<file path="src/rtl/cla_seq_arbiter.sv">
// Two-requester adder service built around a single 4-bit carry-lookahead
// slice. An accepted operation is summed one nibble per RUN cycle, with the
// carry kept in a register between nibbles. Ties between the two requesters
// are broken round-robin.

// 4-bit carry-lookahead adder slice: all carries computed from generate/propagate.
module cla4 (
    input  logic [3:0] a,
    input  logic [3:0] b,
    input  logic       c0,
    output logic [3:0] s,
    output logic       c4
);
    logic [3:0] g;
    logic [3:0] p;
    logic [4:0] c;

    assign g    = a & b;
    assign p    = a ^ b;
    assign c[0] = c0;
    assign c[1] = g[0] | (p[0] & c0);
    assign c[2] = g[1] | (p[1] & g[0]) | (p[1] & p[0] & c0);
    assign c[3] = g[2] | (p[2] & g[1]) | (p[2] & p[1] & g[0]) | (p[2] & p[1] & p[0] & c0);
    assign c[4] = g[3] | (p[3] & g[2]) | (p[3] & p[2] & g[1]) | (p[3] & p[2] & p[1] & g[0])
                | (p[3] & p[2] & p[1] & p[0] & c0);
    assign s    = p ^ c[3:0];
    assign c4   = c[4];
endmodule

module cla_seq_arbiter #(
    parameter int NIB = 4
) (
    input  logic             clk,
    input  logic             rst,
    input  logic             req0_valid,
    input  logic [4*NIB-1:0] req0_a,
    input  logic [4*NIB-1:0] req0_b,
    input  logic             req0_cin,
    output logic             req0_ready,
    input  logic             req1_valid,
    input  logic [4*NIB-1:0] req1_a,
    input  logic [4*NIB-1:0] req1_b,
    input  logic             req1_cin,
    output logic             req1_ready,
    output logic             rsp_valid,
    input  logic             rsp_ready,
    output logic [4*NIB-1:0] rsp_sum,
    output logic             rsp_cout,
    output logic             rsp_id,
    output logic             busy
);
    localparam int W  = 4 * NIB;
    localparam int CW = (NIB > 1) ? $clog2(NIB) : 1;
    localparam logic [CW-1:0] LAST = CW'(NIB - 1);

    typedef enum logic [1:0] {IDLE, RUN, DONE} state_t;

    state_t        state_q, state_d;
    logic [W-1:0]  a_q, a_d;
    logic [W-1:0]  b_q, b_d;
    logic [W-1:0]  sum_q, sum_d;
    logic          carry_q, carry_d;
    logic          id_q, id_d;
    logic          rr_q, rr_d;      // index of the requester served last
    logic [CW-1:0] cnt_q, cnt_d;

    logic          grant1;
    logic          accept;
    logic [3:0]    a_nib [NIB];
    logic [3:0]    b_nib [NIB];
    logic [3:0]    cla_s;
    logic          cla_c4;

    // Split the captured operands into nibbles for the time-shared slice.
    generate
        for (genvar gi = 0; gi < NIB; gi++) begin : g_nib
            assign a_nib[gi] = a_q[gi*4 +: 4];
            assign b_nib[gi] = b_q[gi*4 +: 4];
        end
    endgenerate

    cla4 u_cla (
        .a  (a_nib[cnt_q]),
        .b  (b_nib[cnt_q]),
        .c0 (carry_q),
        .s  (cla_s),
        .c4 (cla_c4)
    );

    // Requester 1 wins when alone, or on a tie when requester 0 was served last.
    assign grant1     = req1_valid & (~req0_valid | ~rr_q);
    assign accept     = (state_q == IDLE) & (req0_valid | req1_valid);
    assign req0_ready = (state_q == IDLE) & req0_valid & ~grant1;
    assign req1_ready = (state_q == IDLE) & grant1;

    assign rsp_valid  = (state_q == DONE);
    assign busy       = (state_q != IDLE);
    assign rsp_sum    = sum_q;
    assign rsp_cout   = carry_q;
    assign rsp_id     = id_q;

    // State register with asynchronous abort; pointer resets so requester 0 wins first tie.
    always_ff @(posedge clk or posedge rst) begin
        if (rst) begin
            state_q <= IDLE;
            a_q     <= '0;
            b_q     <= '0;
            sum_q   <= '0;
            carry_q <= 1'b0;
            id_q    <= 1'b0;
            rr_q    <= 1'b1;
            cnt_q   <= '0;
        end else begin
            state_q <= state_d;
            a_q     <= a_d;
            b_q     <= b_d;
            sum_q   <= sum_d;
            carry_q <= carry_d;
            id_q    <= id_d;
            rr_q    <= rr_d;
            cnt_q   <= cnt_d;
        end
    end

    // Next-state logic: capture on accept, one nibble per RUN cycle, hold in DONE.
    always_comb begin
        state_d = state_q;
        a_d     = a_q;
        b_d     = b_q;
        sum_d   = sum_q;
        carry_d = carry_q;
        id_d    = id_q;
        rr_d    = rr_q;
        cnt_d   = cnt_q;
        case (state_q)
            IDLE: begin
                if (accept) begin
                    state_d = RUN;
                    a_d     = grant1 ? req1_a   : req0_a;
                    b_d     = grant1 ? req1_b   : req0_b;
                    carry_d = grant1 ? req1_cin : req0_cin;
                    id_d    = grant1;
                    rr_d    = grant1;
                    cnt_d   = '0;
                end
            end
            RUN: begin
                sum_d[cnt_q*4 +: 4] = cla_s;
                carry_d             = cla_c4;
                cnt_d               = cnt_q + 1'b1;
                if (cnt_q == LAST) begin
                    state_d = DONE;
                end
            end
            DONE: begin
                if (rsp_ready) begin
                    state_d = IDLE;
                end
            end
            default: state_d = IDLE;
        endcase
    end
endmodule

</file>
<file path="config.mk">
export PLATFORM = sky130hd
export DESIGN_NAME = cla_seq_arbiter
export DESIGN_NICKNAME = d
export VERILOG_FILES = /design/src/rtl/cla_seq_arbiter.sv
export SDC_FILE = /design/constraint.sdc
export NUM_CORES = 1
export LEC_CHECK = 0
export CAP_MARGIN = 25
export CORE_AREA = 2 2 98 71
export DETAILED_ROUTE_END_ITERATION = 6
export DIE_AREA = 0 0 100 73
export GPL_TIMING_DRIVEN = 0
export HOLD_SLACK_MARGIN = 0.02
export PLACE_DENSITY_LB_ADDON = 0.1
export SYNTH_ARGS = -nofsm -noshare
export SYNTH_HDL_FRONTEND = slang
export SYNTH_SLANG_ARGS = --single-unit
export TNS_END_PERCENT = 1
</file>
<file path="constraint.sdc">
create_clock -name clk -period 4.6 [get_ports clk]
set_input_delay 0.92 -clock clk [delete_from_list [all_inputs] [get_ports clk]]
set_output_delay 0.92 -clock clk [all_outputs]
set_load 0.02 [all_outputs]
</file>
==> reports/summary.txt, run 1 <==
Status -> complete, no violations
CORE AREA -> 6510 µm²
Via/cell ratio -> 5.41
Worst slew pin tran -> 0.786 ns
Postcts setup bufs -> 0
First-pass GRT wire length -> 11.6 mm
Layout cells sized above 1 -> 0.301
Placer Congestion -> 0.816
Fillers -> 525
CTS resizes -> 0
Total wire length -> 6.94 mm
Worst reg2reg startpoint -> cnt_q[0]
Top cell type's share of synthesized area -> 0.444
Max-slew violations -> 0
Max cap viols -> 0
Final non-filler cell area -> 4190 µm²
Row Count -> 25
FF+latch area -> 1380 µm²
WP buf/inv -> 3
Pwr/cell area -> 682 nW/µm²
Final HPWL DP -> 5.32 mm
Top Ports -> 93
Fmax -> 0.266 GHz
Cell Chain, Critical Path -> clkdlybuf4s50_1 > a21boi_4 > buf_6 > and2_1 > clkdlybuf4s50_1
Crit path time final -> 3.75 ns
Setup WS post-layout -> 0.846 ns
Port bufs -> 92
Die Y -> 73 µm
Top-count cell post-synth -> mux2_2
Tcrit/Tclk final -> 0.816
Sequential fraction of the synthesis area -> 0.453
Reg2Reg Depth -> 7
Drt pass-1 iters -> 4
Via count -> 2203
Most frequent CP cell -> clkdlybuf4s50_1
Final ANT Viol Nets -> 0
Crit end category -> output port
Crit path kind -> in2out
Reg2reg end -> rsp_sum[15]
Final hold vios -> 0
# clock sinks -> 55
Post-synth EDFFs -> 0
Die X-Extent -> 100 µm
Die area -> 7300 µm²
CP max FO -> 10
Synth warnings -> 0
Crit path from -> req1_valid
Seq cells post-synth -> 55
Grt total ovfl -> 0
Post-synthesis mux area share -> 0.300
Largest family of logic cells by synthesized area -> multiplexers
Cell family with most CP delay -> buffers and inverters
Crit-path max cell delay -> 0.60 ns
Post-CTS Hold Buffers -> 0
CP Data Arrival Time -> 2.83 ns
Tot GR Track Use -> 0.208
Worst skew pair latency -> 0.31 ns
Skew final -> 0.0100 ns
Nets -> 407
Htree depth -> 2
CTS tree -> yes
CP endpoint -> req1_ready
Syn Area/Cell -> 13.5 µm²
Initial drt markers -> 89
Post-synthesis adder-cell area fraction -> 0.0436
Antenna violations before repair -> 0
Max rail drop VDD -> 0.291 mV
Worst Hold Class -> reg2reg
Compound-Gate Fraction of Synth Area -> 0.0926
Syn_nets -> 307
Area leader, netlist -> dfrtp_1
Unique masters post-synth -> 44
Xor and xnor area share after synthesis -> 0.00288
Post-Syn Instances -> 226
Commonest cells post-synth -> 63 x mux2_2, 54 x dfrtp_1, 11 x nand2_1, 10 x o21ai_0, 9 x ha_1
Synth Flop Type -> dfrtp_1
Pre-CTS WS -> 0.816 ns
Reg-to-reg slack, setup -> 1.44 ns
Setup TNS -> 0 ns
Async SR Flop Fraction -> 1.00
Slowest stage cell, crit path -> clkdlybuf4s50_1
Number of global-route vias before repair -> 2396
DP Area -> 4080 µm²
CP startpoint kind -> input pin
Clock Tree Buf Depth -> 2
Setup violators final -> 0
Worst path depth -> 5
Final Power -> 2.85 mW
Cts bufs inserted -> 5
Routed len/inst -> 17.1 µm
Leak Pwr -> 1.71 nW
Unrepaired setup endpoints after global routing -> false
Synth-to-Final Area Change -> 37.7%
Simple-gate share of the synthesized area -> 0.0695
CTS clk-pin slew, worst paths -> 0.10 ns
Largest net degree at the start of global routing -> 30
Root Buffer Master -> clkbuf_8
Ant diodes -> 0
DRC violations left -> 0
Multi-input gate area -> 1550 µm²
Initial Utilization -> 0.467
Mapped Area -> 3040 µm²
Slew HR -> 0.473
Synth top area cells -> dfrtp_1 44%, mux2_2 23%, mux4_2 5.9%, ha_1 3.7%, buf_6 2.2%
Worst Path Required -> 3.68 ns
## kinds of logic (layout without fill, tap and decap cells)
family / count (synthesis) / after routing
XOR/XNOR: 1 / 1
adder cells (fa/ha/maj): 10 / 10
AND/OR/NAND/NOR: 34 / 34
buffers and inverters: 17 / 117
multiplexers: 73 / 73
AO/OA/AOI/OAI: 36 / 36
flip-flops: 55 / 55
## worst min-delay path: stages (launching register included)
cell and delay, ns:
dfrtp_1 0.36, nand2_1 0.05, o21ai_0 0.06
## how the worst min path moves through the flow
stage	slack, ns	depth (start not counted)	to	startpoint
2_1_floorplan	0.45	1	a_q[7]	a_q[7]
3_3_place_gp	0.46	1	rsp_id	rsp_id
3_5_place_dp	0.47	2	rsp_sum[10]	rsp_sum[10]
4_1_cts	0.49	2	rsp_sum[10]	rsp_sum[10]
5_1_grt	0.52	2	rsp_sum[10]	rsp_sum[10]
6_report	0.49	2	rsp_sum[5]	rsp_sum[5]
## layer usage
| metal | vias to the layer above | track usage | wire length [µm] | part of all wire |
|---|---|---|---|---|
| met4 | 0 | 0.0457 | 51 | 0.0073 |
| li1 | 1046 | - | - | - |
| met5 | - | 0 | 0 | 0 |
| met3 | 5 | 0.0335 | 345 | 0.050 |
| met1 | 1087 | 0.285 | 3310 | 0.48 |
| met2 | 65 | 0.354 | 3240 | 0.47 |
## cell usage in the layout, fill, tap and decap left out, types with 6 or more instances in the layout
master,instances
dfrtp_1,54
nand2_1,11
ha_1,9
clkdlybuf4s50_1,92
buf_6,6
mux4_2,8
o21ai_0,10
mux2_2,63
## metrics by stage
stage          instances  hold WS (ns)  utilization
2_1_floorplan        226         0.453            -
3_3_place_gp         399         0.460        0.624
3_5_place_dp         400         0.473        0.628
4_1_cts              407         0.491        0.643
5_1_grt              407         0.521        0.643
6_report             407         0.490        0.643
## state kept, by name, indices dropped and copies added, names as in the netlist
register	flops
cnt_q	2
b_q	16
rsp_cout	1
rr_q	1
rsp_sum	16
state_q	2
rsp_id	1
a_q	16
## area by class of cell
type	instances	area share
clock inverter	1	0.00717
multi-input combinational	154	0.369
sequential	55	0.329
tap	81	0.0242
timing repair buffer	93	0.225
clock buffer	6	0.0173
buffer	11	0.0227
inverter	6	0.00538
## report_power, final
| part | total (mW) | switching (mW) | internal, mW |
|---|---|---|---|
| Combinational | 1.69 | 0.871 | 0.820 |
| Clock | 0.312 | 0.152 | 0.160 |
| Sequential | 0.849 | 0.134 | 0.716 |
(Power assumes the default switching activity.)
==> run 2: changes to the inputs <==
Settings changed: CORE_AREA 2 2 98 71 to 2 2 100 73, DIE_AREA 0 0 100 73 to 0 0 102 75.
Clock period 4.6 ns to 3.85 ns, I/O delays scaled along.
==> run 2 against run 1 <==
Global-route usage decreased by 0.56 points; worst setup slack got worse by 0.48 ns; total power rose by 18%; final cell count rose by 3.4%; sequential cell count unchanged; die area grew 4.8%; worst hold slack worse by 0.0028 ns.
==> reports/summary.txt, run 2 (synthesized netlist as in run 1, its figures left out) <==
Status -> complete, no violations
Hold Path End -> rsp_sum[10]
CTS tree -> yes
Leak Pwr -> 1.71 nW (-0.53%)
Layout cells sized above 1 -> 0.300 (-0.000919)
Crit path kind -> in2out
Flop pwr share -> 0.303 (+0.005)
Max-slew violations -> 0 (unchanged)
Die X-Extent -> 102 µm (+2.0%)
Crit path time final -> 3.49 ns
Final hold vios -> 0 (unchanged)
Clock Tree Buf Depth -> 2 (unchanged)
Switching pwr -> 1.39 mW (+20%)
Root Buffer Master -> clkbuf_8
Row Count -> 25 (unchanged)
Reg2Reg Depth -> 7 (unchanged)
Placer Congestion -> 0.862 (+5.6%)
Via count -> 2232 (+1.3%)
Antenna violations before repair -> 0 (unchanged)
Final HPWL DP -> 5.36 mm (+0.65%)
CTS clk-pin slew, worst paths -> 0.09 ns (about the same)
Setup TNS -> 0 ns (unchanged)
Grt total ovfl -> 0 (unchanged)
Initial Utilization -> 0.458 (-0.00882)
Unrepaired setup endpoints after global routing -> false
Routed len/inst -> 16.3 µm (-4.3%)
Max rail drop VDD -> 0.437 mV (+50%)
Final ANT Viol Nets -> 0 (unchanged)
Dpl cells -> 413 (+3.3%)
Number of global-route vias before repair -> 2288 (-4.5%)
Slew HR -> 0.492 (+0.0186)
Postcts setup bufs -> 0 (unchanged)
Worst Path Required -> 3.08 ns (-0.60 ns)
CORE AREA -> 6630 µm² (+1.9%)
Worst Hold Class -> reg2reg
Reg-to-reg slack, setup -> 0.66 ns (-0.78 ns)
Worst slew pin tran -> 0.762 ns (-0.0231 ns)
Worst reg2reg startpoint -> cnt_q[0]
CTS resizes -> 0 (unchanged)
Commonest non-fill, non-tap cell in the layout -> clkdlybuf4s50_1
Nets -> 407 (unchanged)
Tcrit/Tclk final -> 0.906
Clock share of power -> 0.091 (-0.018)
Port bufs -> 92 (unchanged)
Crit end category -> output port
Initial drt markers -> 61 (-31%)
CP max FO -> 10 (unchanged)
CP startpoint kind -> input pin
Combinational share of power -> 0.606 (+0.013)
# clock sinks -> 55 (unchanged)
Top Ports -> 93 (unchanged)
Fmax -> 0.287 GHz
Total wire length -> 6.88 mm (-0.99%)
Non-filler cells in the finished layout -> 421 (+3.4%)
Worst skew pair latency -> 0.30 ns (about the same)
Setup violators final -> 0 (unchanged)
Pint -> 1.96 mW (+16%)
First-pass GRT wire length -> 11.5 mm (-1.6%)
Die Y -> 75 µm (+2.7%)
Tot GR Track Use -> 0.202 (-0.00555)
Reg2reg end -> rsp_sum[11]
Skew final -> 0.00390 ns (-0.00614 ns)
Fin Hold WS -> 0.487 ns (-0.00278 ns)
Net Sw Frac -> 0.415 (+0.00902)
DRC violations left -> 0 (unchanged)
Synth-to-Final Area Change -> 37.5%
Cts bufs inserted -> 5 (unchanged)
Most frequent cells in the layout -> 92 x clkdlybuf4s50_1, 63 x mux2_2, 54 x dfrtp_1
WHS Path Cells -> 2 (unchanged)
Max cap viols -> 0 (unchanged)
Via/cell ratio -> 5.30 (-2.1%)
Largest net degree at the start of global routing -> 29 (-3.3%)
Pwr/cell area -> 802 nW/µm² (+18%)
Post-CTS Hold Buffers -> 0 (unchanged)
Ant diodes -> 0 (unchanged)
Drt pass-1 iters -> 4 (unchanged)
Hold wc startpoint -> rsp_sum[10]
CP Data Arrival Time -> 2.72 ns (-0.11 ns)
Die area -> 7650 µm² (+4.8%)
Htree depth -> 2 (unchanged)
==> run 2: cell count changes in the layout (fill, tap and decap cells not counted) <==
cell and delta:
bufinv_16 -1, clkbuf_1 +1, clkinv_2 +1
==> run 2: worst max-delay path by stage <==
stage                          start          end  slack [ns]  cells past startpoint
final                     req1_valid   req1_ready        0.36                      5
after global routing      req0_valid   req1_ready        0.26                      5
after global placement    req1_valid   req1_ready        0.36                      5
after floorplan             cnt_q[0]  rsp_sum[11]        1.32                      7
after CTS                 req0_valid   req1_ready        0.34                      5
after detailed placement  req0_valid   req1_ready        0.35                      5
==> run 2: per-layer routing <==
metal,track usage,up-vias,share of wire
li1,-,1048,-
met1,0.290,1097,0.49
met2,0.314,76,0.44
met3,0.0418,11,0.054
met4,0.0622,0,0.014
met5,0,-,0
==> run 2: worst max-delay path, cell delays in order <==
cell and delay, ns:
clkdlybuf4s50_1 0.54, a21boi_4 0.39, buf_6 0.23, and2_1 0.17, clkdlybuf4s50_1 0.62
==> run 2: area by class of cell <==
type                       instances  area [µm²]
buffer                            11        95.1
clock inverter                     1        5.00
timing repair buffer              93         941
tap                               94         118
multi-input combinational        154        1550
fill                             561        2450
inverter                           6        22.5
sequential                        55        1380
clock buffer                       7        76.3
==> run 2: stage by stage <==
stage / power (mW) / util / cell area, µm² / setup slack [ns]
CTS: 3.37 / 0.630 / 4180 / 0.340
global route: 3.63 / 0.630 / 4180 / 0.258
floorplan: 2.38 / - / 3040 / 1.32
global placement: 2.99 / 0.615 / 4080 / 0.363
detailed placement: 3.05 / 0.618 / 4100 / 0.345
finish: 3.35 / 0.630 / 4180 / 0.362
==> run 2: power by group through the flow <==
stage | sequential, mW | clock, mW | combinational, mW
global route | 1.05 | 0.339 | 2.24
floorplan | 1.06 | 0 | 1.32
CTS | 1.02 | 0.317 | 2.03
detailed placement | 1.03 | 0 | 2.02
global placement | 1.01 | 0 | 1.98
finish | 1.02 | 0.305 | 2.03
==> run 3: changes to the inputs <==
Settings changed: SETUP_SLACK_MARGIN set to 0.5.
==> run 3 against run 2 <==
Critical path type unchanged; sequential power is essentially flat; non-clock buffer count increased by 1; design area grew 0.30%.
==> reports/summary.txt, run 3 (synthesized netlist as in run 1, its figures left out) <==
CTS clk-pin slew, worst paths -> 0.09 ns (about the same)
CORE AREA -> 6630 µm² (unchanged)
Fillers -> 562 (+0.18%)
Synth-to-Final Area Change -> 37.9%
Reg2reg end -> rsp_sum[14]
Clock Tree Buf Depth -> 2 (unchanged)
Placer Congestion -> 0.862 (unchanged)
Crit path from -> req1_valid
Layout cells sized above 1 -> 0.305 (+0.00518)
Skew final -> 0.00290 ns (-0.000998 ns)
Worst slew pin tran -> 0.799 ns (+0.0365 ns)
Unrepaired setup endpoints after global routing -> true
Nets -> 408 (+0.25%)
Slew HR -> 0.464 (-0.0275)
Top Ports -> 93 (unchanged)
Hold Path End -> rsp_sum[10]
CTS tree -> yes
WHS Path Cells -> 2 (unchanged)
Max-slew violations -> 0 (unchanged)
Final ANT Viol Nets -> 0 (unchanged)
Crit-path max cell delay -> 0.62 ns (about the same)
Antenna violations before repair -> 0 (unchanged)
# clock sinks -> 55 (unchanged)
Worst Hold Class -> reg2reg
Commonest non-fill, non-tap cell in the layout -> clkdlybuf4s50_1
Crit path kind -> in2out
Worst reg2reg startpoint -> cnt_q[0]
Initial drt markers -> 118 (+93%)
CP startpoint kind -> input pin
Slowest stage cell, crit path -> clkdlybuf4s50_1
Total wire length -> 6.96 mm (+1.3%)
Reg-to-reg slack, setup -> 0.79 ns (+0.13 ns)
Fmax -> 0.306 GHz (+6.6%)
Pre-CTS WS -> 0.345 ns (unchanged)
Leak Pwr -> 1.71 nW (+0.32%)
Setup violators final -> 0 (unchanged)
Tcrit/Tclk final -> 0.850 (-0.0561)
Root Buffer Master -> clkbuf_8
Tot GR Track Use -> 0.203 (+0.000608)
Via count -> 2237 (+0.22%)
Die area -> 7650 µm² (unchanged)
Pwr/cell area -> 807 nW/µm² (+0.60%)
Most frequent CP cell -> clkdlybuf4s50_1
Die Y -> 75 µm (unchanged)
Setup WS post-layout -> 0.578 ns (+0.216 ns)
Status -> complete, no violations
Worst Path Required -> 3.08 ns (about the same)
Max rail drop VDD -> 0.440 mV (+0.64%)
Final hold vios -> 0 (unchanged)
DRC violations left -> 0 (unchanged)
Setup TNS -> 0 ns (unchanged)
Hold wc startpoint -> rsp_sum[10]
Reg2Reg Depth -> 6 (-1)
Number of global-route vias before repair -> 2295 (+0.31%)
Routed len/inst -> 16.5 µm (+1.0%)
Crit end category -> output port
Worst skew pair latency -> 0.30 ns (about the same)
Initial Utilization -> 0.458 (unchanged)
Row Count -> 25 (unchanged)
Final HPWL DP -> 5.36 mm (unchanged)
Fin Hold WS -> 0.487 ns (+0.000197 ns)
First-pass GRT wire length -> 11.5 mm (+0.37%)
Most frequent cells in the layout -> 92 x clkdlybuf4s50_1, 63 x mux2_2, 54 x dfrtp_1
Largest net degree at the start of global routing -> 29 (unchanged)
Post-CTS Hold Buffers -> 0 (unchanged)
Grt total ovfl -> 0 (unchanged)
CP Data Arrival Time -> 2.50 ns (-0.22 ns)
Cts bufs inserted -> 5 (unchanged)
Port bufs -> 92 (unchanged)
CP max FO -> 10 (unchanged)
Cell Chain, Critical Path -> clkdlybuf4s50_1 > a21boi_4 > buf_6 > and2_1 > clkdlybuf4s50_1
Drt pass-1 iters -> 4 (unchanged)
Crit path time final -> 3.27 ns (-0.216 ns)
Via/cell ratio -> 5.30 (about the same)
Die X-Extent -> 102 µm (unchanged)
Max cap viols -> 0 (unchanged)
Ant diodes -> 0 (unchanged)
Htree depth -> 2 (unchanged)
[run 3: repair_timing]
action	CTS	global route
gates resized for setup	0	2
setup buffers	1	0
pin swaps	1	0
endpoints found under the setup margin	1	7
[run 3: through the flow]
| step | total power [mW] | instance area (µm²) | instances | util |
|---|---|---|---|---|
| 4_1_cts | 3.37 | 4190 | 422 | 0.632 |
| 3_3_place_gp | 2.99 | 4080 | 412 | 0.615 |
| 3_5_place_dp | 3.05 | 4100 | 413 | 0.618 |
| 6_report | 3.38 | 4190 | 422 | 0.632 |
| 2_1_floorplan | 2.38 | 3040 | 226 | - |
| 5_1_grt | 3.67 | 4190 | 422 | 0.632 |
[run 3: worst max path at each step]
stage                  endpoint
detailed placement   req1_ready
CTS                  req1_ready
floorplan           rsp_sum[11]
global route         rsp_sum[6]
global placement     req1_ready
finish               req1_ready
[run 3: worst max-delay path, delay by kind of cell]
kind                   cells  cell delay (ns)
and+or+nand+nor            1             0.16
AOI/OAI and AO/OA          1             0.22
buffers and inverters      3             1.36
[run 3: metal layers]
layer,up-vias,part of all wire,global-route usage
li1,1050,-,-
met2,69,0.45,0.315
met3,10,0.053,0.0418
met4,0,0.0099,0.0622
met1,1108,0.49,0.291
met5,-,0,0
[run 3: final cells by class]
class,count,area [µm²],share of cell area
plain buffers,11,95.1,0.0227
clock buffers,7,76.3,0.0182
clock inverters,1,5.00,0.00119
inverters,6,22.5,0.00537
multi-input cells,154,1550,0.370
flip-flops and latches,55,1380,0.329
well taps,94,118,0.0281
repair buffers,94,948,0.226
[run 3: power breakdown]
part / switching (mW) / internal, mW
Combinational: 1.06 / 0.994
Clock: 0.179 / 0.128
Sequential: 0.163 / 0.855
